===== src/rtl/uart_cmd_responder_if.sv =====
`default_nettype none
// +----------------------------------------------------------------------------+
// | uart_cmd_responder_if : UART byte handshake + register-bus signal bundle   |
// | Rev 1.0                                                                     |
// +----------------------------------------------------------------------------+
interface uart_cmd_responder_if #(
  parameter int ADDR_W = 4
);
  logic              RX_done;
  logic [7:0]        RX_data;
  logic              tx_ready;
  logic [7:0]        TX_data;
  logic              start_tx;
  logic [ADDR_W-1:0] reg_addr;
  logic [7:0]        reg_wdata;
  logic              reg_wr_en;
  logic [7:0]        reg_rdata;
  logic              busy;
  logic              overrun;

  // The responder drives the register bus, hence it is the master side.
  modport master (
    input  RX_done, RX_data, tx_ready, reg_rdata,
    output TX_data, start_tx, reg_addr, reg_wdata, reg_wr_en, busy, overrun
  );

  modport slave (
    output RX_done, RX_data, tx_ready, reg_rdata,
    input  TX_data, start_tx, reg_addr, reg_wdata, reg_wr_en, busy, overrun
  );
endinterface
`default_nettype wire


===== src/rtl/uart_cmd_responder.sv =====
`default_nettype none
// +----------------------------------------------------------------------------+
// | uart_cmd_responder : 'W' A D / 'R' A command decoder, one reply byte each   |
// | Rev 1.0                                                                     |
// +----------------------------------------------------------------------------+
module uart_cmd_responder #(
  parameter int ADDR_W         = 4,
  parameter int TIMEOUT_CYCLES = 100000000
) (
  input  wire logic               clk,
  input  wire logic               reset,
  uart_cmd_responder_if.master    bus
);

  localparam int              CNT_W      = (TIMEOUT_CYCLES > 1) ? $clog2(TIMEOUT_CYCLES) : 1;
  localparam logic [CNT_W-1:0] c_TMO_LAST = CNT_W'(TIMEOUT_CYCLES - 1);

  localparam logic [7:0] c_OP_WR   = 8'h57;
  localparam logic [7:0] c_OP_RD   = 8'h52;
  localparam logic [7:0] c_RSP_OK  = 8'h4B;
  localparam logic [7:0] c_RSP_ERR = 8'h3F;

  localparam logic [2:0] c_IDLE          = 3'd0;
  localparam logic [2:0] c_GET_ADDR      = 3'd1;
  localparam logic [2:0] c_GET_DATA      = 3'd2;
  localparam logic [2:0] c_RD_SAMPLE     = 3'd3;
  localparam logic [2:0] c_WR_STROBE     = 3'd4;
  localparam logic [2:0] c_TX_WAIT_READY = 3'd5;
  localparam logic [2:0] c_TX_WAIT_ACK   = 3'd6;

  logic [2:0]        state_q, state_d;
  logic              rx_done_q;
  logic              is_wr_q, is_wr_d;
  logic [ADDR_W-1:0] addr_q, addr_d;
  logic [7:0]        wdata_q, wdata_d;
  logic [7:0]        reply_q, reply_d;
  logic [7:0]        tx_data_q, tx_data_d;
  logic              start_tx_q, start_tx_d;
  logic [CNT_W-1:0]  cnt_q, cnt_d;

  logic w_rx_stb;
  logic w_in_cmd;
  logic w_tmo_hit;
  logic w_reg_wr_en;
  logic w_busy;
  logic w_overrun;

  assign w_rx_stb  = bus.RX_done & ~rx_done_q;
  assign w_in_cmd  = (state_q == c_GET_ADDR) || (state_q == c_GET_DATA);
  // An arriving byte wins over an expiring timeout in the same cycle.
  assign w_tmo_hit = w_in_cmd && !w_rx_stb && (cnt_q == c_TMO_LAST);

  always_ff @(posedge clk) begin
    if (reset) begin
      state_q    <= c_IDLE;
      rx_done_q  <= 1'b0;
      is_wr_q    <= 1'b0;
      addr_q     <= '0;
      wdata_q    <= 8'h00;
      reply_q    <= 8'h00;
      tx_data_q  <= 8'h00;
      start_tx_q <= 1'b0;
      cnt_q      <= '0;
    end else begin
      state_q    <= state_d;
      rx_done_q  <= bus.RX_done;
      is_wr_q    <= is_wr_d;
      addr_q     <= addr_d;
      wdata_q    <= wdata_d;
      reply_q    <= reply_d;
      tx_data_q  <= tx_data_d;
      start_tx_q <= start_tx_d;
      cnt_q      <= cnt_d;
    end
  end

  always_comb begin
    state_d = state_q;
    case (state_q)
      c_IDLE:
        if (w_rx_stb) begin
          if (bus.RX_data == c_OP_WR || bus.RX_data == c_OP_RD) state_d = c_GET_ADDR;
          else                                                  state_d = c_TX_WAIT_READY;
        end
      c_GET_ADDR:
        if (w_rx_stb)       state_d = is_wr_q ? c_GET_DATA : c_RD_SAMPLE;
        else if (w_tmo_hit) state_d = c_IDLE;
      c_GET_DATA:
        if (w_rx_stb)       state_d = c_WR_STROBE;
        else if (w_tmo_hit) state_d = c_IDLE;
      c_RD_SAMPLE,
      c_WR_STROBE:          state_d = c_TX_WAIT_READY;
      c_TX_WAIT_READY:
        if (bus.tx_ready)   state_d = c_TX_WAIT_ACK;
      // Wait for the transmitter to drop ready so a lagging ready cannot retrigger.
      c_TX_WAIT_ACK:
        if (!bus.tx_ready)  state_d = c_IDLE;
      default:              state_d = c_IDLE;
    endcase
  end

  always_comb begin
    is_wr_d     = is_wr_q;
    addr_d      = addr_q;
    wdata_d     = wdata_q;
    reply_d     = reply_q;
    tx_data_d   = tx_data_q;
    start_tx_d  = 1'b0;
    cnt_d       = (w_in_cmd && !w_rx_stb && !w_tmo_hit) ? cnt_q + CNT_W'(1) : '0;
    w_reg_wr_en = (state_q == c_WR_STROBE);
    w_busy      = (state_q != c_IDLE);
    w_overrun   = w_rx_stb && (state_q inside {c_RD_SAMPLE, c_WR_STROBE,
                                               c_TX_WAIT_READY, c_TX_WAIT_ACK});
    case (state_q)
      c_IDLE:
        if (w_rx_stb) begin
          is_wr_d = (bus.RX_data == c_OP_WR);
          if (bus.RX_data != c_OP_WR && bus.RX_data != c_OP_RD) reply_d = c_RSP_ERR;
        end
      c_GET_ADDR:
        if (w_rx_stb) addr_d = bus.RX_data[ADDR_W-1:0];
      c_GET_DATA:
        if (w_rx_stb) wdata_d = bus.RX_data;
      c_RD_SAMPLE:     reply_d = bus.reg_rdata;
      c_WR_STROBE:     reply_d = c_RSP_OK;
      c_TX_WAIT_READY:
        if (bus.tx_ready) begin
          start_tx_d = 1'b1;
          tx_data_d  = reply_q;
        end
      default: ;
    endcase
  end

  assign bus.TX_data   = tx_data_q;
  assign bus.start_tx  = start_tx_q;
  assign bus.reg_addr  = addr_q;
  assign bus.reg_wdata = wdata_q;
  assign bus.reg_wr_en = w_reg_wr_en;
  assign bus.busy      = w_busy;
  assign bus.overrun   = w_overrun;

endmodule
`default_nettype wire

===== src/flat_wrapper.sv =====
// flat-port wrapper written by rule: the top's interface ports become plain ports
module uart_cmd_responder_flat 
#(
  parameter int ADDR_W         = 4,
  parameter int TIMEOUT_CYCLES = 100000000
)
  (clk, reset, bus_RX_done, bus_RX_data, bus_tx_ready, bus_reg_rdata, bus_TX_data, bus_start_tx, bus_reg_addr, bus_reg_wdata, bus_reg_wr_en, bus_busy, bus_overrun);
  uart_cmd_responder_if #(.ADDR_W(ADDR_W)) bus_i ();
  input  wire logic clk;
  input  wire logic reset;
  input wire logic [$bits(bus_i.RX_done)-1:0] bus_RX_done;
  input wire logic [$bits(bus_i.RX_data)-1:0] bus_RX_data;
  input wire logic [$bits(bus_i.tx_ready)-1:0] bus_tx_ready;
  input wire logic [$bits(bus_i.reg_rdata)-1:0] bus_reg_rdata;
  output wire logic [$bits(bus_i.TX_data)-1:0] bus_TX_data;
  output wire logic [$bits(bus_i.start_tx)-1:0] bus_start_tx;
  output wire logic [$bits(bus_i.reg_addr)-1:0] bus_reg_addr;
  output wire logic [$bits(bus_i.reg_wdata)-1:0] bus_reg_wdata;
  output wire logic [$bits(bus_i.reg_wr_en)-1:0] bus_reg_wr_en;
  output wire logic [$bits(bus_i.busy)-1:0] bus_busy;
  output wire logic [$bits(bus_i.overrun)-1:0] bus_overrun;
  assign bus_i.RX_done = bus_RX_done;
  assign bus_i.RX_data = bus_RX_data;
  assign bus_i.tx_ready = bus_tx_ready;
  assign bus_i.reg_rdata = bus_reg_rdata;
  assign bus_TX_data = bus_i.TX_data;
  assign bus_start_tx = bus_i.start_tx;
  assign bus_reg_addr = bus_i.reg_addr;
  assign bus_reg_wdata = bus_i.reg_wdata;
  assign bus_reg_wr_en = bus_i.reg_wr_en;
  assign bus_busy = bus_i.busy;
  assign bus_overrun = bus_i.overrun;
  uart_cmd_responder #(.ADDR_W(ADDR_W), .TIMEOUT_CYCLES(TIMEOUT_CYCLES)) u_core (.clk(clk), .reset(reset), .bus(bus_i));
endmodule

===== config.mk =====
export PLATFORM = sky130hd
export DESIGN_NAME = uart_cmd_responder_flat
export DESIGN_NICKNAME = d
export VERILOG_FILES = /design/src/rtl/uart_cmd_responder_if.sv /design/src/rtl/uart_cmd_responder.sv /design/src/flat_wrapper.sv
export SDC_FILE = /design/constraint.sdc
export NUM_CORES = 1
export LEC_CHECK = 0
export ABC_CLOCK_PERIOD_IN_PS = 1800
export CAP_MARGIN = 20
export CORE_MARGIN = 5
export CORE_UTILIZATION = 55
export CTS_BUF_LIST = sky130_fd_sc_hd__clkbuf_8
export DETAILED_ROUTE_END_ITERATION = 8
export GPL_ROUTABILITY_DRIVEN = 0
export PLACE_DENSITY = 0.89
export SLEW_MARGIN = 40
export SYNTH_ARGS = -nofsm -noshare
export SYNTH_HDL_FRONTEND = slang
export SYNTH_SLANG_ARGS = --single-unit

===== constraint.sdc =====
create_clock -name clk -period 1.8 [get_ports clk]
set_input_delay 0.27 -clock clk [delete_from_list [all_inputs] [get_ports clk]]
set_output_delay 0.27 -clock clk [all_outputs]
set_load 0.01 [all_outputs]

### Yosys cells after proc, flatten, opt, wreduce, memory -nomap -nowiden

Cells that the tools add are included.

* flip-flop bits (word level): 61
* latch bits: 0
* RAM bits: 0
* bits in read-only memories: 0
* bits of input ports: 20
* output and inout bits: 24
* word-level logic and storage cells: 64
* memories: 0

* $add $sub $neg: 1
* $mul: 0
* div/mod/pow operators: 0
* magnitude comparators: 0
* equal/unequal tests: 15
* shifts and indexed selects: 0
* muxes and demuxes: 13
* bitwise operators: 4
* reductions and logical operators: 22

Operators by type and width (count)
* 27-bit by 1-bit adder with 27-bit output (second input constant): 1
* 27-bit == test (second input constant): 1
* 8-bit one-hot mux with 3 select lines: 1
* 3-bit 2-to-1 mux: 7
* 3-bit one-hot mux with 6 select lines: 1
* 8-bit by 7-bit == test with 1-bit output (second input constant): 2
* 8-bit 2-to-1 mux: 2
* 8-bit by 7-bit inequality test with 1-bit output (second input constant): 2
* 3-bit == test (second input constant): 3
* 2-bit AND reduction: 4
* 3-bit by 2-bit == test with 1-bit output (second input constant): 2
* 3-bit AND reduction: 2
* 3-bit nonzero test: 2
* 2-bit OR reduction: 3
* 1-bit logical AND: 5
* 2-bit by 1-bit inequality test with 1-bit output (second input constant): 2
* 2-bit inequality test (second input constant): 2
* 4-bit nonzero test: 1
* 3-bit by 1-bit == test with 1-bit output (second input constant): 1
* 3-bit logical NOT: 1
* 1-bit NOT: 3
* 1-bit logical NOT: 2
* 1-bit logical OR: 2
* 1-bit 2-to-1 mux: 2
* 1-bit bitwise AND: 1

### Logic depth before layout (Yosys ltp)

Gate-level depths: netlist of the first run.

* depth in word-level cells: 9
* depth in mapped cells: 9
* mapped depth without buffers: 6

### Least setup slack after synthesis of the first run

No wires, ideal clock.

* path type: register -> register
* start point: reg u_core.cnt_q[0]
* end point: reg u_core.cnt_q[18]
* library setup time: 0.114 ns
* data arrival time: 1.380 ns
* slack: 0.306 ns
* stages on the path, launching flop included: 7
* buffers on the path: 0
* path through: dfxtp_1 ha_1 nand3_1 nor4_4 nand4_1 xor2_1 nor2_1

* longest elaborated chain between the ends: 6

Ends and longest elaborated chain
* start: declaration: RTL line uart_cmd_responder.sv:39 `logic [CNT_W-1:0] cnt_q, cnt_d;`
* start signal: assignment: RTL line uart_cmd_responder.sv:73 `cnt_q <= cnt_d;`
* branches (longest 6 deep; another with 27-bit by 1-bit adder with 27-bit output)

Several ways; the timed one is not identified.
A chain may end at the register's enable or synchronous reset.

### Worst setup path in the final report of the first run

* start point: reg u_core.state_q[1]
* end point: out bus_busy

* longest elaborated chain between the ends: 1

Ends and longest elaborated chain
* start: declaration: RTL line uart_cmd_responder.sv:31 `logic [2:0] state_q, state_d;`
* start signal: assignment: RTL line uart_cmd_responder.sv:55 `state_q <= c_IDLE;`
* start signal: assignment: RTL line uart_cmd_responder.sv:65 `state_q <= state_d;`
* 3-bit nonzero test: RTL line uart_cmd_responder.sv:111 `w_busy = (state_q != c_IDLE);`
* end: declaration: RTL line flat_wrapper.sv:20 `output wire logic [$bits(bus_i.busy)-1:0] bus_busy;`

Every way passes these cells.

==> results.py, run 1 <==
metrics = {
    "status": {
        "status": "finished clean",
    },
    "min_path": {
        "hp-start": "u_core.bus.TX_data[2]",
        "holdCritPathClass": "reg -> reg",
        "holdPathStages": 2,
    },
    "timing": {
        "hold_ws_ps": 455,
        "clock_skew_ps": 10.7,
        "tns_ps": 0,
        "hold_violations": 0,
        "worst_pin_slew_ps": 355,
        "final_max_slew_viol_count": 0,
        "timing.fmax_mhz": 575,
        "min_period_ps": 1740,
        "fin_crit_sh": 0.966,
        "setup_viol": 0,
        "setup_slack_ps": 61.7,
        "slew_headroom": 0.763,
    },
    "worst_setup_path": {
        "critical_path.startpoint": "u_core.state_q[1]",
        "cp-end-kind": "primary output",
        "worst-path-max-fanout": 10,
        "timing.rr.start": "u_core.cnt_q[1]",
        "crit_type": "reg -> out",
        "startpoint_type": "flip-flop",
        "reg2reg_depth": 7,
        "cp.arrival_ps": 1470,
        "critical_path_required_ps": 1530,
    },
    "grt": {
        "track_usage": 0.225,
        "grt_overflow_total": 0,
        "grt_max_degree": 33,
        "grt_pass1_vias": 2455,
        "grt_pass1_wl_mm": 11.3,
        "antenna_found_initial": 0,
    },
    "finish": {
        "antennaDiodeCount": 0,
        "drive_gt1_frac": 0.158,
        "layout_common_cells": "59 x dfxtp_1, 48 x nand2_1, 43 x nor2_1",
        "layout_commonest_cell": "dfxtp_1",
        "layout.nets": 416,
        "area_growth_pct": 34.3,
    },
    "clock_tree": {
        "cts_inserted_buffers": 9,
        "clock_latency_ps": 350,
        "clockRootBuffer": "clkbuf_8",
        "cts_buffer_depth": 2,
        "cts_tree": "built",
        "clk_pin_slew_ps": 70,
        "htreeDepth": 3,
        "holdBufCountCts": 0,
        "clkSinkCount": 61,
    },
    "routing": {
        "dr.pass1.iters": 5,
        "drt-vias-per-instance": 5.70,
        "vias": 2660,
        "postRouteAntennaNets": 0,
        "drcViolationCount": 0,
        "wire_per_inst_um": 15.1,
        "routed_wl_mm": 7.07,
        "drtIter0Drc": 208,
    },
    "power": {
        "powerDensity_nw_per_um2": 894,
        "ir_drop_mv": 0.761,
        "power.static_leakage_nw": 1.36,
    },
    "synth": {
        "synth.ff_latch_count": 61,
        "synth_flop_cell": "dfxtp_1",
        "synth_cell_types": 42,
        "yosys_warnings": 0,
        "synth_nets": 345,
        "synth_edf_count": 0,
        "synth_area_per_cell_um2": 8.41,
        "async_flop_share": 0,
        "netlist_instances": 324,
        "yosysSeqAreaShare": 0.448,
        "syn_area_um2": 2720,
    },
    "floorplan": {
        "initial_core_util": 0.573,
        "die_h_um": 80.4,
        "io-pin-count": 44,
        "fp-row-count": 25,
        "die_x_um": 80.4,
        "die_area_um2": 6460,
        "core_um2": 4750,
    },
    "place": {
        "port_buffers": 43,
        "dp_hpwl_mm": 4.53,
        "dp_slack_ps": -143,
    },
    "job": {
        "max_cap_viol_count": 0,
    },
}
[per-layer routing]
metal	GRT usage	part of all wire
met5	0	0
met4	0.110	0.027
met3	0.0493	0.062
met2	0.377	0.50
met1	0.271	0.41
[power by group]
group | internal (W) | total (W) | switching [W]
Clock | 0.000945 | 0.00148 | 0.000530
Combinational | 0.000176 | 0.000359 | 0.000183
Sequential | 0.00140 | 0.00144 | 0.0000409
Total | 0.00252 | 0.00327 | 0.000754
[through the flow]
stage / total power [W] / instances / cell area, um^2 / utilization
5_1_grt: 0.00337 / 467 / 3660 / 0.769
3_3_place_gp: 0.00180 / 447 / 3360 / 0.707
6_report: 0.00327 / 467 / 3660 / 0.769
4_1_cts: 0.00325 / 463 / 3600 / 0.758
2_1_floorplan: 0.00165 / 324 / 2720 / -
3_5_place_dp: 0.00181 / 447 / 3360 / 0.707
[worst max-delay path, cell delays in order, from the launching register on]
cell,delay [ps]
dfxtp_1,320
buf_4,170
or3_1,340
dlygate4sd2_1,290
[logic make-up after synthesis]
| family | count (synthesis) | synth area share |
|---|---|---|
| buffers and inverters | 20 | 0.0381 |
| adder cells (fa/ha/maj) | 1 | 0.00459 |
| flip-flops | 61 | 0.448 |
| AND/OR/NAND/NOR | 169 | 0.323 |
| AO/OA/AOI/OAI | 48 | 0.105 |
| multiplexers | 1 | 0.00367 |
| XOR/XNOR | 24 | 0.0772 |
[sequential cells by signal, indices dropped and copies added (netlist names)]
| name | cells |
|---|---|
| u_core.bus.start_tx | 1 |
| u_core.rx_done_q | 1 |
| u_core.bus.reg_addr | 4 |
| u_core.bus.TX_data | 8 |
| u_core.cnt_q | 27 |
| u_core.reply_q | 8 |
| u_core.bus.reg_wdata | 8 |
| u_core.is_wr_q | 1 |
| u_core.state_q | 3 |
[worst paths after layout]
path                           endpoint  slack, ps
hold / removal    u_core.bus.TX_data[2]        450
setup reg to reg       u_core.cnt_q[18]         80
setup / recovery               bus_busy         60
hold reg to reg   u_core.bus.TX_data[2]        450
[cell type report]
class	instances	area, um^2
flip-flops and latches	61	1220
clock inverters	6	103
multi-input cells	243	1420
repair buffers	75	667
well taps	67	83.8
fillers	315	1100
clock buffers	10	138
inverters	5	18.8
[synthesized netlist by cell type (2+ instances only)]
library cell | count | share of area
nor4_4 | 2 | 0.016
nor2_2 | 2 | 0.0046
xnor2_1 | 7 | 0.023
nand4_2 | 2 | 0.0092
o221a_2 | 3 | 0.012
and4_1 | 3 | 0.0096
nand2b_1 | 3 | 0.0069
nand3b_1 | 5 | 0.014
o21a_1 | 3 | 0.0083
clkbuf_1 | 7 | 0.0096
buf_2 | 5 | 0.0092
nor2b_1 | 6 | 0.014
nand2_1 | 48 | 0.066
dfxtp_1 | 61 | 0.45
nand4_1 | 8 | 0.018
a31oi_1 | 3 | 0.0069
a21oi_1 | 28 | 0.051
and3_1 | 6 | 0.014
inv_1 | 5 | 0.0069
nor2_1 | 43 | 0.059
xor2_1 | 17 | 0.055
o21ai_0 | 6 | 0.011
or3_1 | 3 | 0.0069
nor3_1 | 4 | 0.0073
nand3_1 | 27 | 0.050
[timing repair]
item | in CTS | in global routing
setup endpoints to repair | 22 | 18
gates cloned | 0 | 0
resized for setup | 5 | 5
pin swaps | 0 | 3
setup buffers | 0 | 4
(Power assumes the default switching activity.)
==> run 2: changes to the inputs <==
--- a/config.mk
+++ b/config.mk
@@ -5,7 +5,7 @@
 export SDC_FILE = /design/constraint.sdc
 export NUM_CORES = 1
 export LEC_CHECK = 0
-export ABC_CLOCK_PERIOD_IN_PS = 1800
+export ABC_CLOCK_PERIOD_IN_PS = 2000
 export CAP_MARGIN = 20
 export CORE_MARGIN = 5
 export CORE_UTILIZATION = 55
==> constraint.sdc (replaced) <==
create_clock -name clk -period 2 [get_ports clk]
set_input_delay 0.3 -clock clk [delete_from_list [all_inputs] [get_ports clk]]
set_output_delay 0.3 -clock clk [all_outputs]
set_load 0.01 [all_outputs]
==> run 2 against run 1 <==
Largest power group is now sequential cells. Utilization is 4.3 points lower. Total power shrank 22%. Largest cell class unchanged. Routed wire length is 16% lower. Sequential power down 9.7%. First-iteration DRC count decreased by 33%. Via count is 9.2% lower.
==> results.py, run 2 (synthesis results as in run 1) <==
metrics = {
    "clock_tree": {
        "clkSinkCount": 61,
        "cts_tree": "built",
        "cts_buffer_depth": 2,
        "clock_latency_ps": 330,
        "htreeDepth": 3,
        "holdBufCountCts": 0,
        "clk_pin_slew_ps": 70,
        "cts_inserted_buffers": 9,
        "clockRootBuffer": "clkbuf_8",
        "cts_setup_buffers": 0,
    },
    "finish": {
        "regArea_um2": 1230,
        "layout_common_cells": "58 x dfxtp_1, 48 x nand2_1, 42 x nor2_1",
        "multi_input_area_um2": 1400,
        "area_growth_pct": 26.7,
        "antennaDiodeCount": 0,
        "largest_register_ffs": 27,
        "fillers": 383,
        "fin_cells": 450,
        "layout_commonest_cell": "dfxtp_1",
        "layout.nets": 399,
        "drive_gt1_frac": 0.125,
        "regMostFlops": "u_core.cnt_q",
        "final_cell_area_um2": 3450,
    },
    "power": {
        "power.static_leakage_nw": 1.26,
        "switching_share": 0.251,
        "p_switching_w": 0.000640,
        "clkPwrFrac": 0.378,
        "combPwrFrac": 0.114,
        "ir_drop_mv": 0.537,
        "intPower_w": 0.00191,
        "powerDensity_nw_per_um2": 738,
        "p_seq_frac": 0.508,
    },
    "worst_setup_path": {
        "cp-end-kind": "primary output",
        "startpoint_type": "flip-flop",
        "cp_slowest_stage_delay_ps": 380,
        "worst-path-max-fanout": 9,
        "critical_path_required_ps": 1700,
        "r2r_slack_ps": 210,
        "path_cells": "buf_4 > or3_1 > dlygate4sd2_1",
        "crit_type": "reg -> out",
        "cp.arrival_ps": 1500,
        "cp_slowest_cell": "dfxtp_4",
    },
    "timing": {
        "fin_crit_sh": 0.898,
        "tns_ps": 0,
        "hold_violations": 0,
        "timing.fmax_mhz": 557,
        "slew_headroom": 0.714,
        "final_max_slew_viol_count": 0,
        "worst_pin_slew_ps": 425,
        "setup_viol": 0,
        "min_period_ps": 1800,
        "rsz0062_at_grt": "false",
        "clock_skew_ps": 5.43,
    },
    "job": {
        "max_cap_viol_count": 0,
    },
    "grt": {
        "antenna_found_initial": 0,
        "grt_overflow_total": 0,
        "use_met2": 0.344,
        "grt_pass1_vias": 2335,
        "grt_pass1_wl_mm": 10.3,
        "grt_max_degree": 33,
        "track_usage": 0.205,
        "grt_use_met3": 0.0594,
        "grt_busiest_layer": "met2",
        "use_met1": 0.240,
    },
    "floorplan": {
        "die_x_um": 80.4,
        "initial_core_util": 0.573,
        "die_area_um2": 6460,
        "die_h_um": 80.4,
        "fp-row-count": 25,
        "core_um2": 4750,
        "io-pin-count": 44,
    },
    "place": {
        "place_area_um2": 3270,
        "dp_hpwl_mm": 4.37,
        "place_inst": 434,
        "port_buffers": 43,
    },
    "routing": {
        "drt-vias-per-instance": 5.37,
        "postRouteAntennaNets": 0,
        "drcViolationCount": 0,
        "routed_wl_mm": 5.97,
        "vias": 2415,
        "dr.pass1.iters": 5,
        "wire_per_inst_um": 13.3,
        "drtIter0Drc": 140,
    },
    "status": {
        "status": "finished clean",
    },
    "min_path": {
        "holdCritPathClass": "reg -> reg",
    },
}
==> run 2: critical path: cells and delay by family, from the launching register on <==
family                 cells  cell delay [ps]
AND/OR/NAND/NOR            1              340
buffers and inverters      2              450
flip-flops                 1              380
==> run 2: final timing paths <==
| path | from | to | cells after the start |
|---|---|---|---|
| max | u_core.state_q[1] | bus_busy | 3 |
| min | u_core.bus.reg_wdata[1] | u_core.bus.reg_wdata[1] | 2 |
| max reg2reg | u_core.cnt_q[0] | u_core.cnt_q[26] | 6 |
| min reg2reg | u_core.bus.reg_wdata[1] | u_core.bus.reg_wdata[1] | 2 |
==> run 2: metal layers <==
layer / wire (um) / vias up
li1: - / 1231
met1: 2660 / 1121
met2: 2980 / 51
met3: 232 / 12
met4: 98 / 0
met5: 0 / -
==> run 2: power groups by stage <==
| stage | combinational, W | sequential (W) | clock [W] |
|---|---|---|---|
| floorplan | 0.000182 | 0.00130 | 0 |
| global placement | 0.000285 | 0.00132 | 0 |
| detailed placement | 0.000290 | 0.00132 | 0 |
| CTS | 0.000290 | 0.00129 | 0.000988 |
| global route | 0.000317 | 0.00130 | 0.00105 |
| finish | 0.000289 | 0.00130 | 0.000964 |
==> run 2: timing repair <==
item	CTS	global route
endpoints found under the hold margin	0	0
setup endpoints to repair	3	20
gates resized for setup	6	3
==> run 2: layout make-up <==
cell class              count  area share
well taps                  67      0.0243
flip-flops and latches     61       0.356
clock buffers              11      0.0439
clock inverters             5     0.00725
inverters                   5     0.00544
multi-input cells         243       0.406
repair buffers             58       0.157
==> run 2: through the flow <==
stage	util	hold WS, ps	setup slack (ps)	power (W)
2_1_floorplan	-	372	506	0.00149
6_report	0.726	455	204	0.00255
4_1_cts	0.725	457	19.7	0.00257
5_1_grt	0.726	479	71.3	0.00267
3_5_place_dp	0.687	449	54.3	0.00161
3_3_place_gp	0.687	442	73.5	0.00160
